**src/rtl/axi4_stream_sync_fifo.sv**
```systemverilog
// Single-clock AXI4-Stream FIFO with tlast sideband, fill-level/almost-full status
// and an optional store-and-forward mode that holds beats until a whole packet is stored.
module axi4_stream_sync_fifo #(
    parameter int DATA_SIZE          = 8,
    parameter int DEPTH              = 16,
    parameter int PACKET_MODE        = 0,
    parameter int ALMOST_FULL_THRESH = DEPTH - 2
) (
    input  logic                       clk_i,
    input  logic                       rst_ni,
    input  logic [DATA_SIZE-1:0]       data_in_tdata,
    input  logic                       data_in_tlast,
    input  logic                       data_in_tvalid,
    output logic                       data_in_tready,
    output logic [DATA_SIZE-1:0]       data_out_tdata,
    output logic                       data_out_tlast,
    output logic                       data_out_tvalid,
    input  logic                       data_out_tready,
    output logic [$clog2(DEPTH):0]     fill_level_o,
    output logic                       almost_full_o
);

    localparam int PTR_W = $clog2(DEPTH);
    localparam int CNT_W = PTR_W + 1;
    localparam logic [CNT_W-1:0] FULL_CNT = CNT_W'(DEPTH);
    localparam logic [CNT_W-1:0] AF_CNT   = CNT_W'(ALMOST_FULL_THRESH);
    localparam logic [CNT_W-1:0] ONE      = CNT_W'(1);

    logic [DATA_SIZE:0]  mem [DEPTH];
    logic [PTR_W-1:0]    wr_ptr;
    logic [PTR_W-1:0]    rd_ptr;
    logic [CNT_W-1:0]    count;
    logic [CNT_W-1:0]    pkt_count;
    logic                wr_en;
    logic                rd_en;
    logic                pkt_in;
    logic                pkt_out;

    assign data_in_tready = (count != FULL_CNT);

    // In packet mode a complete packet must be stored before release; a full FIFO
    // releases regardless so that packets longer than DEPTH cannot deadlock.
    assign data_out_tvalid = (count != '0) &
                             ((PACKET_MODE == 0) | (pkt_count != '0) | (count == FULL_CNT));

    assign wr_en   = data_in_tvalid & data_in_tready;
    assign rd_en   = data_out_tvalid & data_out_tready;
    assign pkt_in  = wr_en & data_in_tlast;
    assign pkt_out = rd_en & data_out_tlast;

    assign {data_out_tlast, data_out_tdata} = mem[rd_ptr];
    assign fill_level_o  = count;
    assign almost_full_o = (count >= AF_CNT);

    // Storage carries data only, so it is left out of reset.
    always_ff @(posedge clk_i) begin
        if (wr_en) begin
            mem[wr_ptr] <= {data_in_tlast, data_in_tdata};
        end
    end

    always_ff @(posedge clk_i) begin
        if (!rst_ni) begin
            wr_ptr    <= '0;
            rd_ptr    <= '0;
            count     <= '0;
            pkt_count <= '0;
        end else begin
            if (wr_en) begin
                wr_ptr <= wr_ptr + 1'b1;
            end
            if (rd_en) begin
                rd_ptr <= rd_ptr + 1'b1;
            end
            case ({wr_en, rd_en})
                2'b10:   count <= count + ONE;
                2'b01:   count <= count - ONE;
                default: count <= count;
            endcase
            case ({pkt_in, pkt_out})
                2'b10:   pkt_count <= pkt_count + ONE;
                2'b01:   pkt_count <= pkt_count - ONE;
                default: pkt_count <= pkt_count;
            endcase
        end
    end

endmodule

```
**config.mk**
```make
export PLATFORM = sky130hd
export DESIGN_NAME = axi4_stream_sync_fifo
export DESIGN_NICKNAME = d
export VERILOG_FILES = /design/src/rtl/axi4_stream_sync_fifo.sv
export SDC_FILE = /design/constraint.sdc
export NUM_CORES = 1
export LEC_CHECK = 0
export ABC_AREA = 1
export CAP_MARGIN = 20
export CORE_MARGIN = 2
export CORE_UTILIZATION = 60
export CTS_BUF_LIST = sky130_fd_sc_hd__clkbuf_16
export DETAILED_ROUTE_END_ITERATION = 16
export DONT_BUFFER_PORTS = 1
export PLACE_DENSITY = 0.76
export SLEW_MARGIN = 15
export SYNTH_ARGS = -nofsm -noshare
export SYNTH_HDL_FRONTEND = slang
export SYNTH_SLANG_ARGS = --single-unit
export TNS_END_PERCENT = 50
```
**constraint.sdc**
```tcl
create_clock -name clk_i -period 2.29 [get_ports clk_i]
set_clock_uncertainty 0.2 [all_clocks]
set_input_delay 0.3435 -clock clk_i [delete_from_list [all_inputs] [get_ports clk_i]]
set_output_delay 0.3435 -clock clk_i [all_outputs]
set_load 0.1 [all_outputs]
```
# Yosys cells after proc, flatten, opt, wreduce, memory -nomap -nowiden
# Memories as Yosys holds them, arrays and structs flattened. A register that Yosys moved wholly into a read port is not among the register bits.
# Index checks and enable logic that the tools add are counted.
# classes
add_sub_neg,4
n_mux,5
n_reduce_logical,2
order_cmp,1
bitwise,2
n_eq_ne,3
# op_table
cell,n
$pmux 5 s2,1
$add 4x1->4 const B,2
$mux 4,2
$add 5x1->5 const B,1
$ge 5x4->1 const B,1
$ne 5x5->1 const B,1
$reduce_bool 5->1,1
$sub 5x1->5 const B,1
$and 1x1->1,2
$eq 2x1->1 const B,1
$eq 2x2->1 const B,1
$mux 1,2
$reduce_bool 2->1,1
# totals
word_cells,21
inputBits,13
out_inout_bits,17
register_bits,13
n_memories,1
ram_bits,144
# memory_table
name,words,word_bits,read_ports,rd_ports_with_merged_regs,write_ports,line_no,source
mem,16,9,1,1,1,29,logic [DATA_SIZE:0] mem [DEPTH];

# Logic depth before layout (Yosys ltp)
# Gate-level depths: netlist of the first run.
# depth
depth_word,4
ltp_mapped,15
depth_no_buf,15

# Least setup slack after synthesis of the first run
# No wires, ideal clock.
# synth_path
path_type,reg-to-reg
start,"register count[4], in the netlist fill_level_o[4]"
end,"register count[4], in the netlist fill_level_o[4]"
slack_ns,-1.056
path_stages_with_launch,13
t_arrival_ns,3.037
cell_sequence,dfxtp_1 nand3_2 nand2_4 ha_1 xor2_1 ha_1 inv_1 nand2_2 nand2_2 nand3_1 nand3_1 nand2_1 inv_1
# synth_between
elab_chain_cells,4
# synth_lines
element,line_no,source
start: declaration,32,logic [CNT_W-1:0] count;
start signal: assignment,76,2'b10: count <= count + ONE;
start signal: assignment,77,2'b01: count <= count - ONE;
start signal: assignment,78,default: count <= count;
$ne 5x5->1 *,39,assign data_in_tready = (count != FULL_CNT);
via data_in_tready,14,"output logic data_in_tready,"
$and 1x1->1 *,46,assign wr_en = data_in_tvalid & data_in_tready;
$eq 2x1->1 or $eq 2x2->1 (tied branches),75,"case ({wr_en, rd_en})"
$pmux 5 s2 or $reduce_bool 2->1 (tied branches),--,
# Mark *: on every way through the listed nets, which the timed path passes. The rest lies on a longest branch.
# A chain may end at the register's enable or synchronous reset.

==> run_results.csv, run 1 <==
group,metric,value,unit
setup_path,cp.required,1.75,ns
synthesis,syn_area_per_cell,13.0,sq um
status,violations,"setup timing",
clocking,cts_buffer_depth,2,
grt,grt_pass1_wl,23900,um
setup_path,critPathBufInv,3,
grt,grt_pass1_vias,4415,
pwr,power,10700,uW
pwr,peakVddDrop,0.00162,V
setup_path,crit_family,"buffers and inverters",
setup_path,cp-end-kind,"output pin",
sta,rsz0062_at_grt,"true",
synthesis,synth-edff-count,144,
sta,period_minus_slack,2.54,ns
setup_path,crit_path_start_kind,"register",
sta,worst_slew_pin_slew,0.651,ns
final_layout,final_nets,598,
sta,slew_headroom,56.5,%
final_layout,antenna_cells,0,
synthesis,synth_flop_cell,"edfxtp_1",
floorplan,rows,38,
detailed_routing,ant_nets,0,
clocking,clock-sinks,161,
sta,fmax,0.393,GHz
synthesis,syn_nets,538,
pwr,swShare,36.5,%
synthesis,ys_ff_latch,161,
setup_path,crit_path_max_incr_delay,0.43,ns
clocking,numCtsBuffers,17,
synthesis,async_reset_ff_share,0,%
grt,grt-ovfl-total,0,
grt,antenna_found_initial,0,
pwr,p_leak,0.00304,uW
clocking,worstSkewPairLatency,0.42,ns
floorplan,die_area,12000,sq um
synthesis,netlist_instances,517,
setup_path,path_max_fanout,6,
clocking,cts.reportedPaths.clkPinSlew,0.06,ns
placed_design,gp_congestion,0.806,
sta,slew_viol_final,0,
sta,setup_viol,9,
sta,hold_ws,0.0638,ns
sta,fin_tns_setup,-1.83,ns
status,status,"finished with violations",
sta,finalCritPeriodShare,111,%
detailed_routing,drc,0,
floorplan,fp.dieH,110,um
detailed_routing,drtIter0Drc,457,
clocking,cts_tree,"yes",
final_layout,final_layout_size_suffix_gt1_share,20.8,%
synthesis,synth_cell_types,29,
worst_hold_path,hold_path_class,"in2reg",
floorplan,die_w,110,um
flow_run,max-cap-violations,0,
setup_path,crit_cells,7,
synthesis,seq_area_frac_synth,69.6,%
detailed_routing,firstDrtPassIters,5,
clocking,htree_levels,4,
setup_path,path_cells,"buf_12 -> buf_6 -> mux2i_2 -> o211ai_1 -> o211ai_1 -> nand2_1 -> buf_12",
detailed_routing,wl_per_cell,21.4,um
placed_design,portBuffers,0,
pwr,p_clk_share,29.2,%
grt,grt_max_degree,37,
final_layout,multi_input_area,1800,sq um
floorplan,core_area,10900,sq um
worst_hold_path,hold_path_depth,3,
synthesis,syn_area,6700,sq um
synthesis,synth_warnings,0,
placed_design,dpl.hpwl,9170,um
placed_design,place_inst,679,
floorplan,initial_core_util,61.5,%
final_layout,ff_latch_area,4690,sq um
final_layout,stdcell_count,730,
pwr,p_sw,3890,uW
final_layout,fillers,604,
floorplan,pin_count,30,
grt,track_usage,28.0,%
clocking,cts-root-buf,"clkbuf_16",
setup_path,critPathArrivalTime,2.00,ns
setup_path,ff2ff_path_depth,13,
sta,layout_setup_ws,-0.254,ns
sta,hold_viol_final,0,
pwr,pwr-share-comb,38.0,%
detailed_routing,via_per_inst,6.02,
final_layout,area_growth,24.0,%
setup_path,crit_path_top_delay_cell,"dfxtp_4",
pwr,power_density,1280,nW/um^2
pwr,internal-power,6770,uW
final_layout,finish.utilization,76.3,%
detailed_routing,detail_route.wirelength,15600,um
pwr,seqPwrFrac,32.9,%
detailed_routing,routed-via-count,4395,
setup_path,critPathKind,"reg2out",
==> layout make-up <==
cell class / count / share of cell area, %
sequential: 161 / 56.4
multi-input combinational: 272 / 21.7
clock buffer: 17 / 5.12
tap: 140 / 2.11
clock inverter: 15 / 2.74
timing repair buffer: 65 / 9.17
inverter: 60 / 2.77
==> cells in the final DEF (no fill, tap or decap), types with 2 or more instances in the layout <==
master,netlist,layout
nand2_1,28,24
nor2_1,31,21
o21ai_0,53,39
nor2_2,2,10
dfxtp_4,0,6
dlygate4sd3_1,0,11
mux2i_2,0,3
dfxtp_1,17,11
bufinv_16,0,6
o211ai_1,36,36
nand4_1,4,4
edfxtp_1,144,144
o21ai_1,1,14
mux2i_1,36,33
inv_6,1,2
xor2_1,3,3
nor2_4,0,2
inv_1,57,61
nand3_1,15,15
a21oi_2,0,3
nand2_2,2,6
clkbuf_16,0,18
buf_4,3,34
buf_12,0,18
clkinv_1,2,3
nand3_4,0,2
a21oi_1,44,40
ha_1,8,6
nand2_4,2,2
==> power groups by stage <==
stage	Combinational [uW]	Clock, uW	Sequential (uW)
2_1_floorplan	2350	0	3850
3_3_place_gp	3610	0	3580
3_5_place_dp	3690	0	3590
4_1_cts	3990	3130	3500
5_1_grt	4270	3270	3510
6_report	4040	3110	3500
==> what timing repair did <==
action | 4_1_cts | 5_1_grt
buffers inserted | 7 | 0
setup endpoints to repair | 9 | 9
hold buffers | 11 | 0
pin swaps | 11 | 11
resized for setup | 21 | 10
cloned | 1 | 1
endpoints found under the hold margin | 157 | 0
==> routing by layer <==
layer  GRT usage (%)  vias to the layer above  share of wire, %
li1                -                     1995                 -
met3            6.16                       45               7.3
met4            12.4                        0               3.4
met2            47.2                      217                52
met1            34.7                     2138                38
met5               0                        -                 0
==> cells by family after synthesis <==
family	Yosys count	share of synthesized area [%]
fa+ha+maj	8	1.49
mux	36	5.38
compound gates	136	11.6
simple gates	87	5.96
xor+xnor	5	0.766
flops	161	69.6
buf+inv	84	5.17
==> flip-flops by register name (all words and copies together), names as in the netlist, named ones only <==
name and cells:
wr_ptr 4, rd_ptr 4, fill_level_o 5, mem 144
==> metrics by stage <==
step           setup WS, ns  instance area, sq um
2_1_floorplan        -0.152                  6780
6_report             -0.254                  8310
4_1_cts              -0.238                  8280
3_5_place_dp          0.150                  7390
5_1_grt              -0.312                  8310
3_3_place_gp          0.187                  7390
==> synth_stat cells (2+ instances only) <==
| master | n | share of area, % |
|---|---|---|
| dfxtp_1 | 17 | 5.1 |
| nor2_2 | 2 | 0.19 |
| inv_1 | 57 | 3.2 |
| a21oi_1 | 44 | 3.3 |
| xor2_1 | 3 | 0.39 |
| clkbuf_1 | 13 | 0.73 |
| mux2i_1 | 36 | 5.4 |
| nand3_1 | 15 | 1.1 |
| clkinv_1 | 2 | 0.11 |
| ha_1 | 8 | 1.5 |
| edfxtp_1 | 144 | 65 |
| o21ai_0 | 53 | 4.0 |
| nand4_1 | 4 | 0.37 |
| nand2_1 | 28 | 1.6 |
| buf_4 | 3 | 0.34 |
| nand2_4 | 2 | 0.34 |
| nand3_2 | 3 | 0.45 |
| buf_2 | 6 | 0.45 |
| o211ai_1 | 36 | 4.0 |
| nor2_1 | 31 | 1.7 |
| nand2_2 | 2 | 0.19 |
==> path summary, 6_finish.rpt <==
| path | from | end | slack, ns |
|---|---|---|---|
| worst max-delay path | register | data_out_tdata[2] | -0.25 |
| worst min-delay path | data_in_tvalid | wr_ptr[1] | 0.06 |
| worst max register to register | fill_level_o[0] | fill_level_o[4] | 0.22 |
| worst min register to register | wr_ptr[2] | wr_ptr[3] | 0.32 |
==> worst reg2reg max path: cells and delay by family, from the launching register on <==
| kind | cells | cell delay (ns) |
|---|---|---|
| adder cells (fa/ha/maj) | 2 | 0.48 |
| buffers and inverters | 3 | 0.16 |
| flip-flops | 1 | 0.36 |
| AND/OR/NAND/NOR | 8 | 0.77 |
Note: power is estimated with default switching activity, not from simulation.
==> inputs of run 2 (changes only) <==
--- a/config.mk
+++ b/config.mk
@@ -9,9 +9,10 @@
 export CAP_MARGIN = 20
 export CORE_MARGIN = 2
 export CORE_UTILIZATION = 60
-export CTS_BUF_LIST = sky130_fd_sc_hd__clkbuf_16
+export CTS_BUF_LIST = sky130_fd_sc_hd__clkbuf_4
 export DETAILED_ROUTE_END_ITERATION = 16
 export DONT_BUFFER_PORTS = 1
+export HOLD_SLACK_MARGIN = 0.1
 export PLACE_DENSITY = 0.76
 export SLEW_MARGIN = 15
 export SYNTH_ARGS = -nofsm -noshare
==> run 2 against run 1 <==
The flow still finishes with violations (setup timing). Final cell count rose by 1.1%. Global-route usage fell by 0.86 points. Setup slack got worse by 0.12 ns. Power fell by 8.0%. Sequential power barely moved. First-iteration DRC count fell by 27%. Fmax fell by 4.4%. Sequential share of layout area rose by 0.83 points. Final area fell by 1.4%. Wire length fell by 3.1%. Critical path depth did not move. Register-to-register slack barely moved.
==> run_results.csv, run 2 (synthesized netlist as in run 1, its figures left out) <==
group,metric,value,unit
status,status,"finished with violations",
status,violations,"setup timing",
sta,rsz0062_at_grt,"true",
detailed_routing,firstDrtPassIters,5,
sta,setup_viol,9,
sta,layout_setup_ws,-0.371,ns
pwr,p_sw,3780,uW
setup_path,critPathKind,"reg2out",
detailed_routing,detail_route.wirelength,15100,um
final_layout,finish.utilization,75.3,%
clocking,cts_tree,"yes",
pwr,internal-power,6030,uW
final_layout,top_register,"mem",
grt,grt-ovfl-total,0,
floorplan,fp.dieH,110,um
clocking,worstSkewPairLatency,0.54,ns
sta,hold_viol_final,0,
sta,worst_slew_pin_slew,0.605,ns
final_layout,stdcell_count,738,
pwr,power_density,1200,nW/um^2
clocking,numCtsBuffers,17,
setup_path,critPathBufInv,3,
final_layout,largest_register_ffs,144,
clocking,htree_levels,4,
pwr,p_clk_share,21.3,%
detailed_routing,drc,0,
setup_path,path_cells,"buf_12 -> buf_6 -> mux2i_1 -> o21ai_1 -> o211ai_1 -> nand2_2 -> buf_12",
setup_path,cp.required,1.75,ns
grt,grt_max_degree,37,
final_layout,final_common_cell,"edfxtp_1",
worst_hold_path,hold_path_class,"reg2reg",
placed_design,dpl.hpwl,9170,um
setup_path,crit_family,"buffers and inverters",
final_layout,final_layout_size_suffix_gt1_share,24.1,%
detailed_routing,drtIter0Drc,333,
clocking,cts_buffer_depth,2,
floorplan,rows,38,
final_layout,design_area,8190,sq um
pwr,p_leak,0.00298,uW
floorplan,core_area,10900,sq um
sta,slew_headroom,59.6,%
sta,finalCritPeriodShare,116,%
setup_path,crit_path_max_incr_delay,0.41,ns
clocking,cts.reportedPaths.clkPinSlew,0.11,ns
final_layout,area_growth,22.3,%
grt,track_usage,27.1,%
detailed_routing,via_per_inst,5.95,
setup_path,crit_path_top_delay_cell,"dfxtp_4",
final_layout,final_nets,606,
placed_design,place_inst,679,
placed_design,place_area,7390,sq um
grt,grt_pass1_vias,4384,
clocking,clock-sinks,161,
grt,antenna_found_initial,0,
flow_run,max-cap-violations,0,
placed_design,portBuffers,0,
setup_path,path_max_fanout,5,
floorplan,die_w,110,um
floorplan,pin_count,30,
sta,fmax,0.376,GHz
sta,period_minus_slack,2.66,ns
detailed_routing,wl_per_cell,20.5,um
setup_path,cp-end-kind,"output pin",
floorplan,initial_core_util,61.5,%
placed_design,gp_congestion,0.806,
detailed_routing,routed-via-count,4393,
pwr,pwr-share-comb,43.0,%
pwr,swShare,38.5,%
detailed_routing,ant_nets,0,
setup_path,crit_path_frequent_cell,"buf_12",
floorplan,die_area,12000,sq um
final_layout,mostFrequentLayoutCells,"edfxtp_1, inv_1, mux2i_1, o211ai_1, buf_4",
pwr,seqPwrFrac,35.8,%
sta,fin_tns_setup,-2.46,ns
clocking,cts-root-buf,"clkbuf_4",
placed_design,dp_slack,0.150,ns
setup_path,critPathArrivalTime,2.12,ns
final_layout,antenna_cells,0,
setup_path,crit_path_start_kind,"register",
grt,grt_pass1_wl,23200,um
pwr,peakVddDrop,0.00163,V
sta,slew_viol_final,0,
[run 2: cell count changes in the layout (fill, tap and decap cells not counted), moves of 4 or more]
cell	delta
a21oi_1	-8
a21oi_2	+8
buf_6	+4
clkbuf_16	-16
clkbuf_4	+22
inv_1	-6
o21ai_0	-14
o21ai_1	+13
[run 2: layout make-up]
cell class	instances	area, sq um
flip-flops and latches	161	4690
fillers	644	2690
multi-input cells	272	1830
repair buffers	73	890
inverters	60	234
clock inverters	10	209
well taps	140	175
clock buffers	22	165
[run 2: power groups by stage]
| stage | Combinational, uW | Clock, uW | Sequential [uW] |
|---|---|---|---|
| floorplan | 2350 | 0 | 3850 |
| global placement | 3610 | 0 | 3580 |
| detailed placement | 3690 | 0 | 3590 |
| CTS | 4060 | 2100 | 3500 |
| global route | 4440 | 2230 | 3520 |
| finish | 4210 | 2080 | 3500 |
[run 2: final timing paths]
path	from	endpoint	slack, ns	depth (start not counted)
worst max-delay path	register	data_out_tlast	-0.37	7
worst min-delay path	rd_ptr[1]	rd_ptr[1]	0.34	2
worst max register to register	fill_level_o[2]	fill_level_o[2]	0.21	12
worst min register to register	rd_ptr[1]	rd_ptr[1]	0.34	2
[run 2: repair_timing]
item / CTS / global route
hold buffers: 14 / 0
hold endpoints to repair: 161 / 0
endpoints found under the setup margin: 10 / 13
gates cloned: 2 / 2
gates resized for setup: 36 / 23
buffers inserted: 6 / 4
pin swaps: 14 / 13
[run 2: through the flow]
step | hold slack [ns] | power [uW]
finish | 0.342 | 9800
global route | 0.358 | 10200
floorplan | 0.242 | 6210
CTS | 0.333 | 9660
global placement | 0.243 | 7190
detailed placement | 0.243 | 7280
[run 2: layer usage]
metal | wire (um) | part of all wire, % | track usage (%) | up-vias
met4 | 538 | 3.6 | 11.8 | 0
li1 | - | - | - | 2015
met3 | 1360 | 9.0 | 7.05 | 40
met1 | 5750 | 38 | 34.2 | 2103
met5 | 0 | 0 | 0 | -
met2 | 7490 | 49 | 44.5 | 235
[run 2: worst register-to-register path: stages (launching register included)]
cell	delay, ns
dfxtp_4	0.37
nor2_4	0.17
nand3_4	0.10
nand2_4	0.11
inv_6	0.06
ha_4	0.18
xor2_1	0.16
ha_2	0.18
inv_2	0.05
nand2_2	0.05
xor2_1	0.15
o21ai_1	0.16
inv_1	0.05
==> inputs of run 3 (changes only) <==
--- a/config.mk
+++ b/config.mk
@@ -7,13 +7,15 @@
 export LEC_CHECK = 0
 export ABC_AREA = 1
 export CAP_MARGIN = 20
+export CELL_PAD_IN_SITES_DETAIL_PLACEMENT = 0
+export CELL_PAD_IN_SITES_GLOBAL_PLACEMENT = 2
 export CORE_MARGIN = 2
-export CORE_UTILIZATION = 60
+export CORE_UTILIZATION = 46
 export CTS_BUF_LIST = sky130_fd_sc_hd__clkbuf_4
 export DETAILED_ROUTE_END_ITERATION = 16
 export DONT_BUFFER_PORTS = 1
 export HOLD_SLACK_MARGIN = 0.1
-export PLACE_DENSITY = 0.76
+export PLACE_DENSITY_LB_ADDON = 0.1
 export SLEW_MARGIN = 15
 export SYNTH_ARGS = -nofsm -noshare
 export SYNTH_HDL_FRONTEND = slang
==> run 3 against run 2 <==
The run still ends with setup timing left. Critical path depth decreased by 1. Fmax increased by 2.5%. Wire length increased by 3.2%. Register-to-register slack about the same. Setup slack improved by 0.065 ns. Power decreased by 5.3%. Final area decreased by 0.61%. Global-route usage decreased by 6.0 points. Largest power group unchanged. Highest routed layer unchanged.
==> run_results.csv, run 3 (synthesized netlist as in run 1, its figures left out) <==
group,metric,value,unit
worst_hold_path,hold_path_depth,2,
floorplan,die_area,15500,sq um
placed_design,place_inst,726,
sta,slew_headroom,54.9,%
sta,hold_viol_final,0,
setup_path,path_max_fanout,6,
pwr,seqPwrFrac,37.5,%
grt,grt_max_degree,37,
status,status,"finished with violations",
worst_hold_path,hold_path_class,"reg2reg",
final_layout,largest_register_ffs,144,
sta,layout_setup_ws,-0.306,ns
placed_design,portBuffers,0,
setup_path,ff2ff_path_depth,13,
pwr,power_density,1140,nW/um^2
detailed_routing,wl_per_cell,20.1,um
final_layout,stdcell_count,779,
clocking,cts-root-buf,"clkbuf_4",
pwr,swShare,40.1,%
sta,finalCritPeriodShare,113,%
placed_design,dp_slack,0.154,ns
sta,setup_viol,9,
clocking,clock-sinks,161,
setup_path,crit_path_start_kind,"register",
worst_hold_path,min_to,"rd_ptr[2]",
detailed_routing,detail_route.wirelength,15600,um
final_layout,design_area,8140,sq um
setup_path,cp-end-kind,"output pin",
grt,grt_pass1_wl,24400,um
detailed_routing,top_layer,"met4",
setup_path,critPathKind,"reg2out",
final_layout,multi_input_area,1820,sq um
grt,track_usage,21.1,%
grt,grt-ovfl-total,0,
placed_design,dpl.hpwl,9710,um
flow_run,max-cap-violations,0,
final_layout,mostFrequentLayoutCells,"edfxtp_1, inv_1, a21oi_1, o211ai_1, mux2i_1",
detailed_routing,via_per_inst,5.40,
clocking,worstSkewPairLatency,0.55,ns
sta,period_minus_slack,2.60,ns
pwr,p_clk_share,17.9,%
final_layout,area_growth,21.6,%
detailed_routing,wl_met1,6910,um
floorplan,pin_count,30,
final_layout,final_layout_size_suffix_gt1_share,22.7,%
setup_path,ff2ff_setup_slack,0.21,ns
pwr,peakVddDrop,0.00138,V
detailed_routing,routed-via-count,4209,
placed_design,place_area,7480,sq um
sta,rsz0062_at_grt,"true",
clocking,numCtsBuffers,17,
pwr,p_leak,0.00292,uW
detailed_routing,ant_nets,0,
detailed_routing,route.met3.wl,768,um
sta,slew_viol_final,0,
sta,fmax,0.385,GHz
detailed_routing,wl_met2,7670,um
detailed_routing,firstDrtPassIters,5,
grt,grt_pass1_vias,4237,
floorplan,fp.dieH,125,um
status,violations,"setup timing",
final_layout,top_register,"mem",
pwr,pwr-share-comb,44.5,%
floorplan,rows,44,
pwr,power,9280,uW
clocking,cts.reportedPaths.clkPinSlew,0.13,ns
final_layout,final_common_cell,"edfxtp_1",
setup_path,r2r_start,"fill_level_o[0]",
setup_path,cp.required,1.75,ns
floorplan,core_area,14400,sq um
placed_design,gp_congestion,0.835,
clocking,cts_tree,"yes",
clocking,cts_buffer_depth,2,
floorplan,die_w,125,um
final_layout,ff_latch_area,4690,sq um
final_layout,fillers,1199,
sta,hold_ws,0.320,ns
grt,antenna_found_initial,0,
setup_path,critPathArrivalTime,2.05,ns
setup_path,r2r-end,"fill_level_o[4]",
pwr,p_sw,3720,uW
worst_hold_path,hp-start,"rd_ptr[2]",
clocking,htree_levels,4,
sta,worst_slew_pin_slew,0.675,ns
detailed_routing,drtIter0Drc,333,
detailed_routing,drc,0,
pwr,internal-power,5560,uW
final_layout,antenna_cells,0,
floorplan,initial_core_util,46.6,%
final_layout,final_nets,603,
[run 3: changes by cell type in the layout (fill, tap and decap cells not counted), moves of 2 or more]
cell,change
buf_4,-4
a21oi_2,-3
buf_16,+3
o21ai_0,+6
clkinv_2,+8
clkinv_1,+2
a21oi_1,+4
o21ai_1,-6
bufinv_16,-3
clkbuf_4,-5
[run 3: layout make-up]
type / count / area share [%]
Tap cell: 184 / 2.83
Timing Repair Buffer: 70 / 11.1
Sequential cell: 161 / 57.6
Inverter: 60 / 2.83
Multi-Input combinational cell: 272 / 22.3
Clock inverter: 15 / 1.83
Clock buffer: 17 / 1.57
[run 3: per-layer routing]
metal	vias to the layer above	GRT usage (%)
li1	2018	-
met1	2059	28.7
met2	116	34.2
met3	16	3.99
met4	0	7.27
met5	-	0
[run 3: worst max-delay path, stage by stage, from the launching register on]
cell	delay, ns
dfxtp_4	0.40
buf_4	0.16
mux2i_1	0.23
o21ai_1	0.11
o211ai_1	0.24
nand2_1	0.15
buf_12	0.19
[run 3: per-stage QoR]
step	utilization, %	setup TNS [ns]
global route	56.7	-3.56
finish	56.7	-2.48
global placement	52.1	0
detailed placement	52.1	0
floorplan	-	-2.96
CTS	56.0	-2.93
[run 3: power by group through the flow]
stage	Combinational (uW)	Sequential (uW)	Clock (uW)
2_1_floorplan	2350	3850	0
3_3_place_gp	3700	3570	0
3_5_place_dp	3710	3580	0
4_1_cts	4040	3480	1700
5_1_grt	4410	3500	1810
6_report	4130	3480	1660
[run 3: worst max path at each step]
| stage | end | slack [ns] | cells after the start |
|---|---|---|---|
| floorplan | fill_level_o[2] | -0.15 | 12 |
| global placement | data_out_tlast | 0.16 | 7 |
| detailed placement | data_out_tlast | 0.15 | 7 |
| CTS | data_out_tdata[6] | -0.35 | 7 |
| global route | data_out_tdata[4] | -0.44 | 7 |
| finish | data_out_tdata[4] | -0.31 | 6 |
[run 3: repair_timing]
item / in CTS / in global routing
pin swaps: 14 / 12
setup endpoints to repair: 10 / 9
cloned: 1 / 2
resized for setup: 36 / 17
buffers inserted: 5 / 0
endpoints found under the hold margin: 161 / 0
hold buffers: 13 / 0
